==> src/rtl/sprite_rom_arbiter.sv <==
// -----------------------------------------------------------------------------
// sprite_rom_arbiter
//
// Lets NUM_REQ sprite renderers share one sprite ROM. Each vga_clk edge grants
// at most one requester, drives its address to the ROM, and later returns the
// ROM data with a one-hot tag naming the requester. Fully pipelined: one grant
// per cycle and no bubbles between back-to-back grants.
//
// Arbitration is round-robin by default. If the macro SPRITE_ARB_FIXED_PRIO_EN
// is defined, arbitration is fixed priority instead: the lowest index wins and
// there is no round-robin pointer.
//
// Ports
//   vga_clk      in   pixel clock; all state changes on its rising edge
//   reset        in   asynchronous, active-high
//   req          in   [NUM_REQ]         request per requester, held until gnt
//   req_addr     in   [NUM_REQ*ADDR_W]  ROM address; slice i belongs to requester i
//   gnt          out  [NUM_REQ]         registered one-hot grant, one-cycle pulse
//   rom_address  out  [ADDR_W]          registered address to the shared ROM
//   rom_q        in   [DATA_W]          ROM read data, ROM_LAT edges after the address
//   rsp_valid    out  [NUM_REQ]         one-hot owner of rsp_data for this cycle
//   rsp_data     out  [DATA_W]          registered ROM data; holds when not valid
//   busy         out  a grant or a ROM read is in flight
// -----------------------------------------------------------------------------
module sprite_rom_arbiter #(
    parameter int NUM_REQ = 4,
    parameter int ADDR_W  = 8,
    parameter int DATA_W  = 4,
    parameter int ROM_LAT = 0
) (
    input  logic                      vga_clk,
    input  logic                      reset,
    input  logic [NUM_REQ-1:0]        req,
    input  logic [NUM_REQ*ADDR_W-1:0] req_addr,
    output logic [NUM_REQ-1:0]        gnt,
    output logic [ADDR_W-1:0]         rom_address,
    input  logic [DATA_W-1:0]         rom_q,
    output logic [NUM_REQ-1:0]        rsp_valid,
    output logic [DATA_W-1:0]         rsp_data,
    output logic                      busy
);

    localparam int                 PTR_W     = (NUM_REQ > 1) ? $clog2(NUM_REQ) : 1;
    localparam logic [PTR_W:0]     NUM_REQ_W = (PTR_W+1)'(NUM_REQ);
    localparam logic [NUM_REQ-1:0] ONE_HOT0  = {{(NUM_REQ-1){1'b0}}, 1'b1};

    logic [PTR_W-1:0]   base_s;
    logic [PTR_W:0]     sum_s;
    logic [PTR_W-1:0]   idx_s;
    logic               take_s;
    logic               found_s;
    logic [NUM_REQ-1:0] grant_s;
    logic [PTR_W-1:0]   win_s;
    logic [ADDR_W-1:0]  addr_s;
    logic               busy_nxt_s;

    // Stage 0 is the grant itself; stage ROM_LAT lines up with rom_q.
    logic [NUM_REQ-1:0] tag_r [0:ROM_LAT];
    logic [ADDR_W-1:0]  rom_address_r;
    logic [NUM_REQ-1:0] rsp_valid_r;
    logic [DATA_W-1:0]  rsp_data_r;
    logic               busy_r;

`ifdef SPRITE_ARB_FIXED_PRIO_EN
    // Fixed priority: the search always starts at requester 0.
    assign base_s = {PTR_W{1'b0}};
`else
    logic [PTR_W-1:0] rr_ptr_r;

    assign base_s = rr_ptr_r;

    // Round-robin pointer: after a grant to w, the search starts at w+1.
    always_ff @(posedge vga_clk or posedge reset) begin
        if (reset) begin
            rr_ptr_r <= {PTR_W{1'b0}};
        end else if (|grant_s) begin
            rr_ptr_r <= (win_s == PTR_W'(NUM_REQ-1)) ? {PTR_W{1'b0}} : win_s + PTR_W'(1'b1);
        end else begin
            rr_ptr_r <= rr_ptr_r;
        end
    end
`endif

    // Winner search: scan from base_s upward with wrap; the first set req wins.
    always_comb begin
        grant_s = {NUM_REQ{1'b0}};
        win_s   = {PTR_W{1'b0}};
        found_s = 1'b0;
        sum_s   = {(PTR_W+1){1'b0}};
        idx_s   = {PTR_W{1'b0}};
        take_s  = 1'b0;
        for (int off = 0; off < NUM_REQ; off++) begin
            sum_s   = {1'b0, base_s} + (PTR_W+1)'(off);
            idx_s   = (sum_s >= NUM_REQ_W) ? PTR_W'(sum_s - NUM_REQ_W) : PTR_W'(sum_s);
            take_s  = req[idx_s] & ~found_s;
            grant_s = take_s ? (ONE_HOT0 << idx_s) : grant_s;
            win_s   = take_s ? idx_s : win_s;
            found_s = found_s | req[idx_s];
        end
    end

    // Address mux: select the winner's slice of req_addr.
    always_comb begin
        addr_s = {ADDR_W{1'b0}};
        for (int i = 0; i < NUM_REQ; i++) begin
            addr_s = (win_s == PTR_W'(i)) ? req_addr[i*ADDR_W +: ADDR_W] : addr_s;
        end
    end

    // Next busy: a grant is being issued now, or a stage will still hold a read.
    always_comb begin
        busy_nxt_s = |grant_s;
        for (int i = 0; i < ROM_LAT; i++) begin
            busy_nxt_s = busy_nxt_s | (|tag_r[i]);
        end
    end

    // Grant/address registers, tag pipeline and response capture.
    always_ff @(posedge vga_clk or posedge reset) begin
        if (reset) begin
            for (int i = 0; i <= ROM_LAT; i++) begin
                tag_r[i] <= {NUM_REQ{1'b0}};
            end
            rom_address_r <= {ADDR_W{1'b0}};
            rsp_valid_r   <= {NUM_REQ{1'b0}};
            rsp_data_r    <= {DATA_W{1'b0}};
            busy_r        <= 1'b0;
        end else begin
            tag_r[0] <= grant_s;
            for (int i = 1; i <= ROM_LAT; i++) begin
                tag_r[i] <= tag_r[i-1];
            end
            if (|grant_s) begin
                rom_address_r <= addr_s;
            end else begin
                rom_address_r <= rom_address_r;
            end
            rsp_valid_r <= tag_r[ROM_LAT];
            if (|tag_r[ROM_LAT]) begin
                rsp_data_r <= rom_q;
            end else begin
                rsp_data_r <= rsp_data_r;
            end
            busy_r <= busy_nxt_s;
        end
    end

    assign gnt         = tag_r[0];
    assign rom_address = rom_address_r;
    assign rsp_valid   = rsp_valid_r;
    assign rsp_data    = rsp_data_r;
    assign busy        = busy_r;

endmodule
==> config.mk <==
export PLATFORM = sky130hd
export DESIGN_NAME = sprite_rom_arbiter
export DESIGN_NICKNAME = d
export VERILOG_FILES = /design/src/rtl/sprite_rom_arbiter.sv
export SDC_FILE = /design/constraint.sdc
export NUM_CORES = 1
export LEC_CHECK = 0
export ABC_AREA = 1
export CORE_ASPECT_RATIO = 0.9
export CORE_MARGIN = 10
export CORE_UTILIZATION = 63
export CTS_CLUSTER_DIAMETER = 80
export DETAILED_ROUTE_END_ITERATION = 10
export DONT_BUFFER_PORTS = 1
export GPL_TIMING_DRIVEN = 0
export PLACE_DENSITY = 0.87
export RECOVER_POWER = 50
export SLEW_MARGIN = 20
export SYNTH_ARGS = -nofsm -noshare
export SYNTH_HDL_FRONTEND = slang
export SYNTH_SLANG_ARGS = --single-unit
==> constraint.sdc <==
create_clock -name vga_clk -period 3.4 [get_ports vga_clk]
set_input_delay 1.02 -clock vga_clk [delete_from_list [all_inputs] [get_ports vga_clk]]
set_output_delay 1.02 -clock vga_clk [all_outputs]
set_load 0.02 [all_outputs]
==> flow_summary_export.csv, run 1 <==
group,metric,value,unit
floorplanning,boundaryPins,63,
logic_synthesis,synth_nets,264,
grt,grt_pass1_wl,6.89,mm
logic_synthesis,synth_edf_count,0,
clocking,clock_path_buffers,2,
clocking,clkTransAtPathRegs,0.12,ns
grt,antenna_found_initial,0,
logic_synthesis,yosysSeqAreaShare,35.3,%
placed_design,hpwl,3.30,mm
floorplanning,fp.coreArea,2470,sq um
grt,grt_usage,16.6,%
worst_setup_path,crit_path_end_kind,"register",
logic_synthesis,synth_cell_types,25,
logic_synthesis,ys_ff_latch,23,
layout,drive_gt1_share,17.8,%
logic_synthesis,avgSynthCellArea,7.76,sq um
layout,nNetsFinal,268,
logic_synthesis,async_reset_ff_share,100,%
worst_setup_path,critPathLaunch,"base_s[1]$_DFFE_PP0P_",
worst_setup_path,cp.arrival,3.32,ns
clocking,htreeDepth,1,
sta,skew,0.00778,ns
placed_design,io_buffers,0,
drt,dr.pass1.iters,4,
worst_setup_path,reg2reg_from,"base_s[1]$_DFFE_PP0P_",
sta,period_needed,3.07,ns
floorplanning,dieArea,5030,sq um
sta,worstMarginPinSlew,0.817,ns
drt,viasPerCell,5.88,
placed_design,gp_congestion,0.877,
clocking,clock-sinks,23,
drt,initialDrtViolationCount,95,
logic_synthesis,synth_top_cell_by_area,"dfrtp_1",
logic_synthesis,synth_flop_cell,"dfrtp_1",
worst_hold_path,min_from,"gnt[3]$_DFF_PP0_",
logic_synthesis,synthTopCellsByArea,"dfrtp_1, nand2_1, nand3_1, ha_1, o21ai_0",
sta,slew_headroom,45.5,%
logic_synthesis,yosysWarnings,0,
sta,slew_violations,0,
grt,grt_max_degree,24,
drt,vias,1417,
floorplanning,die_x,73.6,um
grt,overflow,0,
job,drv_cap,0,
logic_synthesis,synth_area,1630,sq um
sta,rsz0062_at_grt,"no",
sta,final-setup-viol-count,0,
floorplanning,start_util,66.1,%
floorplanning,row_count,17,
worst_setup_path,crit_fanout,10,
sta,max_freq,0.326,GHz
worst_hold_path,hold_path_class,"register to register",
clocking,cts_buffers,3,
drt,post-route-drc-count,0,
worst_setup_path,crit_type,"register to register",
drt,ant_nets,0,
logic_synthesis,netlist_top_cells_count,"nand2_1, nand3_1, dfrtp_1",
floorplanning,die-height,68.3,um
logic_synthesis,synth_top_area_share,35.3,%
sta,min_period_over_period,90.3,%
clocking,ctsHoldBuffers,0,
worst_setup_path,cp.required,3.65,ns
logic_synthesis,synth.most_common_cell,"nand2_1",
worst_setup_path,crit_path_start_kind,"register",
drt,wire_per_inst,17.1,um
sta,finalHoldViolCount,0,
sta,finalSetupTns,0,ns
layout,num_antenna_cells,0,
drt,wirelength,4.13,mm
layout,syn_to_final_growth,5.14,%
logic_synthesis,syn_inst,210,
clocking,cts_tree,"yes",
sta,hold-worst-slack,0.553,ns
grt,first_global_vias,1543,
clocking,root_buffer,"clkbuf_4",
run_status,run_status,"complete, no violations",
clocking,clkLatencyLatePin,0.30,ns
## area by class of cell
class / instances / area [sq um]
buffer: 7 / 50.0
clock buffer: 4 / 26.3
fill: 213 / 753
inverter: 14 / 52.6
multi-input combinational: 163 / 957
sequential: 23 / 578
tap: 28 / 35.0
timing repair buffer: 2 / 15.0
## kinds of logic after synthesis
group	synth area share [%]
simple gates	34.6
compound gates	11.2
buf+inv	6.91
flops	35.3
fa+ha+maj	9.21
mux	2.76
## layer usage
| metal | GRT usage [%] | up-vias | routed length (um) |
|---|---|---|---|
| met5 | 0 | - | 0 |
| met4 | 7.67 | 0 | 76 |
| met3 | 5.35 | 8 | 438 |
| met2 | 28.1 | 70 | 1960 |
| met1 | 18.8 | 638 | 1660 |
| li1 | - | 701 | - |
## flip-flops by register name, summed over array words and instances (netlist names)
name	cells
base_s	2
rsp_valid	4
rom_address	8
gnt	4
rsp_data	4
busy	1
## cell usage in the layout (no fill, tap or decap), types with 2 or more instances in the layout
cell type  count
a21boi_0       3
a21oi_1        8
a21oi_2        3
buf_4          4
buf_6          2
clkbuf_1       3
clkbuf_4       3
dfrtp_1       21
dfrtp_2        2
ha_1          10
inv_1         12
inv_2          2
mux2_2         4
nand2_1       59
nand2_2        4
nand2_4        2
nand3_1       34
nand3_2        4
nor2_1         5
nor2_2         2
nor2_4         2
o21ai_0       16
## stage by stage
step / setup WS (ns) / std cells / util [%] / cell area [sq um]
after floorplan: 0.472 / 210 / - / 1630
after global placement: 0.124 / 238 / 67.5 / 1670
after detailed placement: -0.0498 / 238 / 67.5 / 1670
after CTS: 0.0689 / 242 / 68.6 / 1690
after global routing: 0.0274 / 241 / 69.5 / 1710
final: 0.329 / 241 / 69.5 / 1710
## critical path, cell delays in order, from the launching register on
cell and delay [ns]:
dfrtp_2 0.47, inv_1 0.20, ha_4 0.35, inv_1 0.07, nand3_1 0.09, nand2_1 0.09, nor2_4 0.21, nand2_1 0.13
nor2_1 0.11, a31oi_1 0.05, nor2_1 0.19, inv_1 0.10, ha_1 0.18, clkbuf_1 0.17, clkbuf_2 0.20, o21ai_0 0.28
nand2_1 0.09, nand2_1 0.06
## worst paths after layout
check	end	slack, ns	cells past startpoint
max reg2reg	rom_address[2]$_DFFE_PP0P_	0.33	17
min reg2reg	rsp_valid[3]$_DFF_PP0_	0.55	0
min in group asynchronous	rsp_data[3]$_DFFE_PP0P_	0.75	1
max in group asynchronous	base_s[0]$_DFFE_PP0P_	2.10	1
max	rom_address[2]$_DFFE_PP0P_	0.33	17
min	rsp_valid[3]$_DFF_PP0_	0.55	0
## timing repair
item,in CTS,in global routing
buffers inserted,0,2
resized for setup,1,7
cloned,0,0
endpoints found under the setup margin,8,9
Power of run 1 is left out: the tool's default activity adds up to more than one toggle a clock period on the data nets, which glitch-free logic cannot reach.
==> inputs of run 2 (changes only) <==
--- a/config.mk
+++ b/config.mk
@@ -13,6 +13,7 @@
 export DETAILED_ROUTE_END_ITERATION = 10
 export DONT_BUFFER_PORTS = 1
 export GPL_TIMING_DRIVEN = 0
+export MAX_ROUTING_LAYER = met4
 export PLACE_DENSITY = 0.87
 export RECOVER_POWER = 50
 export SLEW_MARGIN = 20
==> constraint.sdc (replaced) <==
create_clock -name vga_clk -period 3.4 [get_ports vga_clk]
set_input_delay 0.34 -clock vga_clk [delete_from_list [all_inputs] [get_ports vga_clk]]
set_output_delay 0.34 -clock vga_clk [all_outputs]
set_load 0.02 [all_outputs]
==> run 2 against run 1 <==
  * Register-to-register slack about the same
  * Utilization did not move
  * Via count shrank 0.14%
  * Highest routed layer unchanged
==> flow_summary_export.csv, run 2 (same netlist as run 1, synthesis figures left out) <==
group,metric,value,unit
drt,viasPerCell,5.87,
layout,final_common_cell,"nand2_1",
sta,worstMarginPinSlew,0.817,ns
worst_setup_path,cp.required,3.65,ns
layout,multi_input_area,957,sq um
worst_setup_path,critPathTopFamily,"simple AND/OR/NAND/NOR gates",
run_status,run_status,"complete, no violations",
grt,first_global_vias,1539,
sta,final-setup-viol-count,0,
sta,max_freq,0.325,GHz
sta,slew_headroom,45.5,%
worst_setup_path,cp.arrival,3.33,ns
clocking,clock_path_buffers,2,
floorplanning,start_util,66.1,%
layout,final_cell_mix,"nand2_1, nand3_1, dfrtp_1, o21ai_0, inv_1",
placed_design,io_buffers,0,
floorplanning,die_x,73.6,um
floorplanning,dieArea,5030,sq um
job,drv_cap,0,
worst_setup_path,reg2reg_setup_slack,0.33,ns
clocking,root_buffer,"clkbuf_4",
grt,grt_pass1_wl,6.91,mm
layout,largest_reg_flops,8,
clocking,clkLatencyLatePin,0.30,ns
clocking,clkTransAtPathRegs,0.12,ns
clocking,cts_buffers,3,
layout,nNetsFinal,268,
floorplanning,row_count,17,
sta,rsz0062_at_grt,"no",
worst_setup_path,crit_type,"register to register",
layout,syn_to_final_growth,5.14,%
drt,wirelength,4.15,mm
grt,grt_max_degree,24,
floorplanning,die-height,68.3,um
sta,finalHoldViolCount,0,
placed_design,gp_congestion,0.891,
placed_design,hpwl,3.30,mm
drt,vias,1415,
drt,dr.pass1.iters,4,
grt,overflow,0,
sta,slew_violations,0,
grt,antenna_found_initial,0,
worst_setup_path,critPathSlowestCell,"dfrtp_2",
clocking,cts_tree,"yes",
worst_setup_path,path_cells,"inv_1 -> ha_4 -> inv_1 -> nand3_1 -> nand2_1 -> nor2_4 -> nand2_1 -> nor2_1 -> a31oi_1 -> nor2_1 -> inv_1 -> ha_1 -> clkbuf_1 -> clkbuf_2 -> o21ai_0 -> nand2_1 -> nand2_1",
layout,num_antenna_cells,0,
worst_setup_path,crit_path_start_kind,"register",
worst_setup_path,worst-path-buf-inv,5,
clocking,htreeDepth,1,
layout,regArea,578,sq um
layout,post-route-util,69.5,%
sta,period_needed,3.07,ns
worst_setup_path,path_common_cell,"nand2_1",
clocking,clock-sinks,23,
layout,nFillCells,213,
worst_hold_path,hold_path_class,"input pin to async pin",
floorplanning,fp.coreArea,2470,sq um
worst_setup_path,slowest_delay,0.47,ns
floorplanning,boundaryPins,63,
drt,wire_per_inst,17.2,um
drt,post-route-drc-count,0,
sta,min_period_over_period,90.4,%
drt,initialDrtViolationCount,91,
layout,drive_gt1_share,17.8,%
worst_setup_path,crit_fanout,10,
worst_setup_path,crit_path_end_kind,"register",
sta,skew,0.00760,ns
grt,grt_usage,17.2,%
drt,ant_nets,0,
## run 2: cell counts in the layout (fill, tap and decap cells not counted)
No cell type changed its count.
## run 2: final cells by class
type	count	share of cell area, %
inverters	14	3.07
repair buffers	2	0.876
clock buffers	4	1.53
well taps	28	2.04
flip-flops and latches	23	33.7
plain buffers	7	2.92
multi-input cells	163	55.8
## run 2: metal layers
metal,track usage (%),up-vias,routed length (um)
li1,-,700,-
met1,19.6,642,1720
met5,-,-,0
met3,4.19,6,387
met2,28.3,67,1980
met4,7.21,0,68
## run 2: through the flow
step / setup TNS (ns) / instance area, sq um / hold WS [ns] / cells / setup slack (ns)
finish: 0 / 1710 / 0.0691 / 241 / 0.326
global route: 0 / 1710 / 0.140 / 241 / 0.0274
CTS: 0 / 1690 / 0.0902 / 242 / 0.0689
detailed placement: -0.239 / 1670 / 0.425 / 238 / -0.0498
global placement: 0 / 1670 / 0.403 / 238 / 0.124
floorplan: 0 / 1630 / 0.342 / 210 / 0.552
## run 2: worst paths after layout
path	depth (start not counted)	from	to
worst min register to register	0	gnt[3]$_DFF_PP0_	rsp_valid[3]$_DFF_PP0_
worst min-delay path	1	reset	rsp_data[3]$_DFFE_PP0P_
worst max-delay path	17	base_s[1]$_DFFE_PP0P_	rom_address[2]$_DFFE_PP0P_
worst max register to register	17	base_s[1]$_DFFE_PP0P_	rom_address[2]$_DFFE_PP0P_
max in group asynchronous	1	reset	base_s[0]$_DFFE_PP0P_
min in group vga_clk	1	rom_q[2]	rsp_data[2]$_DFFE_PP0P_
## run 2: repair_timing
action,in CTS,in global routing
hold buffers,0,0
buffers inserted,0,2
endpoints found under the setup margin,8,9
resized for setup,1,7
pin swaps,0,0
Power of run 2 is left out for the same reason.
==> inputs of run 3 (changes only) <==
--- a/config.mk
+++ b/config.mk
@@ -16,6 +16,7 @@
 export MAX_ROUTING_LAYER = met4
 export PLACE_DENSITY = 0.87
 export RECOVER_POWER = 50
+export SETUP_SLACK_MARGIN = 0.4
 export SLEW_MARGIN = 20
 export SYNTH_ARGS = -nofsm -noshare
 export SYNTH_HDL_FRONTEND = slang
==> run 3 against run 2 <==
  * Final cell count rose by 5.0%
  * Register-to-register slack better by 0.33 ns
  * Utilization is 4.0 points higher
  * Sequential share of layout area down 1.8 points
  * Critical path type unchanged
==> flow_summary_export.csv, run 3 (same netlist as run 1, synthesis figures left out) <==
group,metric,value,unit
run_status,run_status,"complete, no violations",
drt,dr.pass1.iters,5,
floorplanning,dieArea,5030,sq um
grt,antenna_found_initial,0,
worst_setup_path,crit_fanout,10,
sta,slew_violations,0,
worst_setup_path,crit_path_end_kind,"register",
clocking,htreeDepth,1,
clocking,cts_buffers,3,
worst_setup_path,cp.required,3.64,ns
clocking,ctsHoldBuffers,0,
placed_design,io_buffers,0,
grt,grt.met3_usage,4.19,%
layout,nNetsFinal,280,
floorplanning,fp.coreArea,2470,sq um
sta,skew,0.00558,ns
worst_setup_path,path_cells,"clkinvlp_4 -> ha_4 -> inv_1 -> nand3_1 -> nand2_1 -> nor2_4 -> nand2_2 -> nor2_1 -> a31oi_1 -> nor2_1 -> inv_1 -> ha_1 -> clkbuf_1 -> clkbuf_2 -> o21ai_0 -> nand2_1 -> nand2_1",
sta,min_period_over_period,80.6,%
layout,final_common_cell,"nand2_1",
job,drv_cap,0,
layout,largest_reg_flops,8,
worst_setup_path,slowest_delay,0.43,ns
layout,drive_gt1_share,24.0,%
sta,worstMarginPinSlew,0.814,ns
sta,slew_headroom,45.7,%
worst_setup_path,cp.arrival,2.98,ns
worst_hold_path,hold_path_class,"input pin to async pin",
placed_design,hpwl,3.30,mm
drt,ant_nets,0,
floorplanning,start_util,66.1,%
worst_setup_path,critPathTopFamily,"simple AND/OR/NAND/NOR gates",
worst_setup_path,worst-path-buf-inv,5,
layout,post-route-util,73.4,%
sta,final-setup-viol-count,0,
drt,viasPerCell,5.88,
layout,final_cell_count_no_fill,253,
drt,vias,1488,
placed_design,gp_congestion,0.891,
clocking,cts_tree,"yes",
floorplanning,die_x,73.6,um
sta,period_needed,2.74,ns
sta,finalHoldViolCount,0,
drt,post-route-drc-count,0,
grt,first_global_vias,1538,
clocking,clock_path_buffers,2,
layout,final_cell_mix,"nand2_1, nand3_1, dfrtp_1, buf_4",
grt,use_met2,27.8,%
worst_setup_path,path_common_cell,"nand2_1",
grt,use_met1,20.9,%
grt,grt_pass1_wl,7.10,mm
drt,initialDrtViolationCount,102,
grt,grt_usage,17.8,%
drt,wirelength,4.30,mm
sta,rsz0062_at_grt,"yes",
floorplanning,row_count,17,
worst_setup_path,crit_path_start_kind,"register",
clocking,clkTransAtPathRegs,0.12,ns
grt,overflow,0,
worst_setup_path,critPathSlowestCell,"dfrtp_2",
floorplanning,boundaryPins,63,
placed_design,placed_cells,238,
clocking,clkLatencyLatePin,0.30,ns
layout,num_antenna_cells,0,
floorplanning,die-height,68.3,um
clocking,root_buffer,"clkbuf_4",
grt,busiest_layer,"met2",
drt,wire_per_inst,17.0,um
worst_setup_path,crit_type,"register to register",
layout,syn_to_final_growth,11.1,%
grt,grt_max_degree,24,
clocking,clock-sinks,23,
sta,max_freq,0.365,GHz
[run 3: cell types whose count changed in the layout (fill, tap and decap cells not counted), sizes merged]
cell	before	now
clkinvlp	0	1
buf	6	15
clkbuf	7	10
inv	14	13
[run 3: path summary, 6_finish.rpt]
| check | start | end | slack, ns | cells past startpoint |
|---|---|---|---|---|
| max | base_s[1]$_DFFE_PP0P_ | rom_address[4]$_DFFE_PP0P_ | 0.66 | 17 |
| min | reset | rsp_data[3]$_DFFE_PP0P_ | 0.07 | 1 |
| max reg2reg | base_s[1]$_DFFE_PP0P_ | rom_address[4]$_DFFE_PP0P_ | 0.66 | 17 |
| min reg2reg | gnt[3]$_DFF_PP0_ | rsp_valid[3]$_DFF_PP0_ | 0.55 | 0 |
| max in group asynchronous | reset | base_s[0]$_DFFE_PP0P_ | 2.78 | 1 |
| min in group vga_clk | rom_q[2] | rsp_data[2]$_DFFE_PP0P_ | 0.18 | 1 |
[run 3: timing repair]
action,in CTS,in global routing
pin swaps,0,4
setup buffers,2,9
endpoints found under the setup margin,9,9
resized for setup,6,19
[run 3: area by class of cell]
| type | instances | area, sq um |
|---|---|---|
| plain buffers | 10 | 70.1 |
| clock buffers | 4 | 26.3 |
| fillers | 199 | 656 |
| inverters | 14 | 58.8 |
| multi-input cells | 163 | 961 |
| flip-flops and latches | 23 | 578 |
| well taps | 28 | 35.0 |
| repair buffers | 11 | 82.6 |
[run 3: per-stage QoR]
| stage | instance area, sq um | worst slack (ns) | setup TNS, ns | hold WS (ns) |
|---|---|---|---|---|
| 2_1_floorplan | 1630 | 0.552 | 0 | 0.342 |
| 3_3_place_gp | 1670 | 0.124 | 0 | 0.403 |
| 3_5_place_dp | 1670 | -0.0498 | -0.239 | 0.425 |
| 4_1_cts | 1730 | 0.407 | 0 | 0.0901 |
| 5_1_grt | 1810 | 0.375 | 0 | 0.140 |
| 6_report | 1810 | 0.659 | 0 | 0.0686 |
[run 3: per-layer routing]
| metal | routed length, um | share of wire (%) |
|---|---|---|
| met5 | 0 | 0 |
| met2 | 2060 | 48 |
| met4 | 102 | 2.4 |
| met3 | 436 | 10 |
| met1 | 1700 | 40 |
Power of run 3 is left out for the same reason.
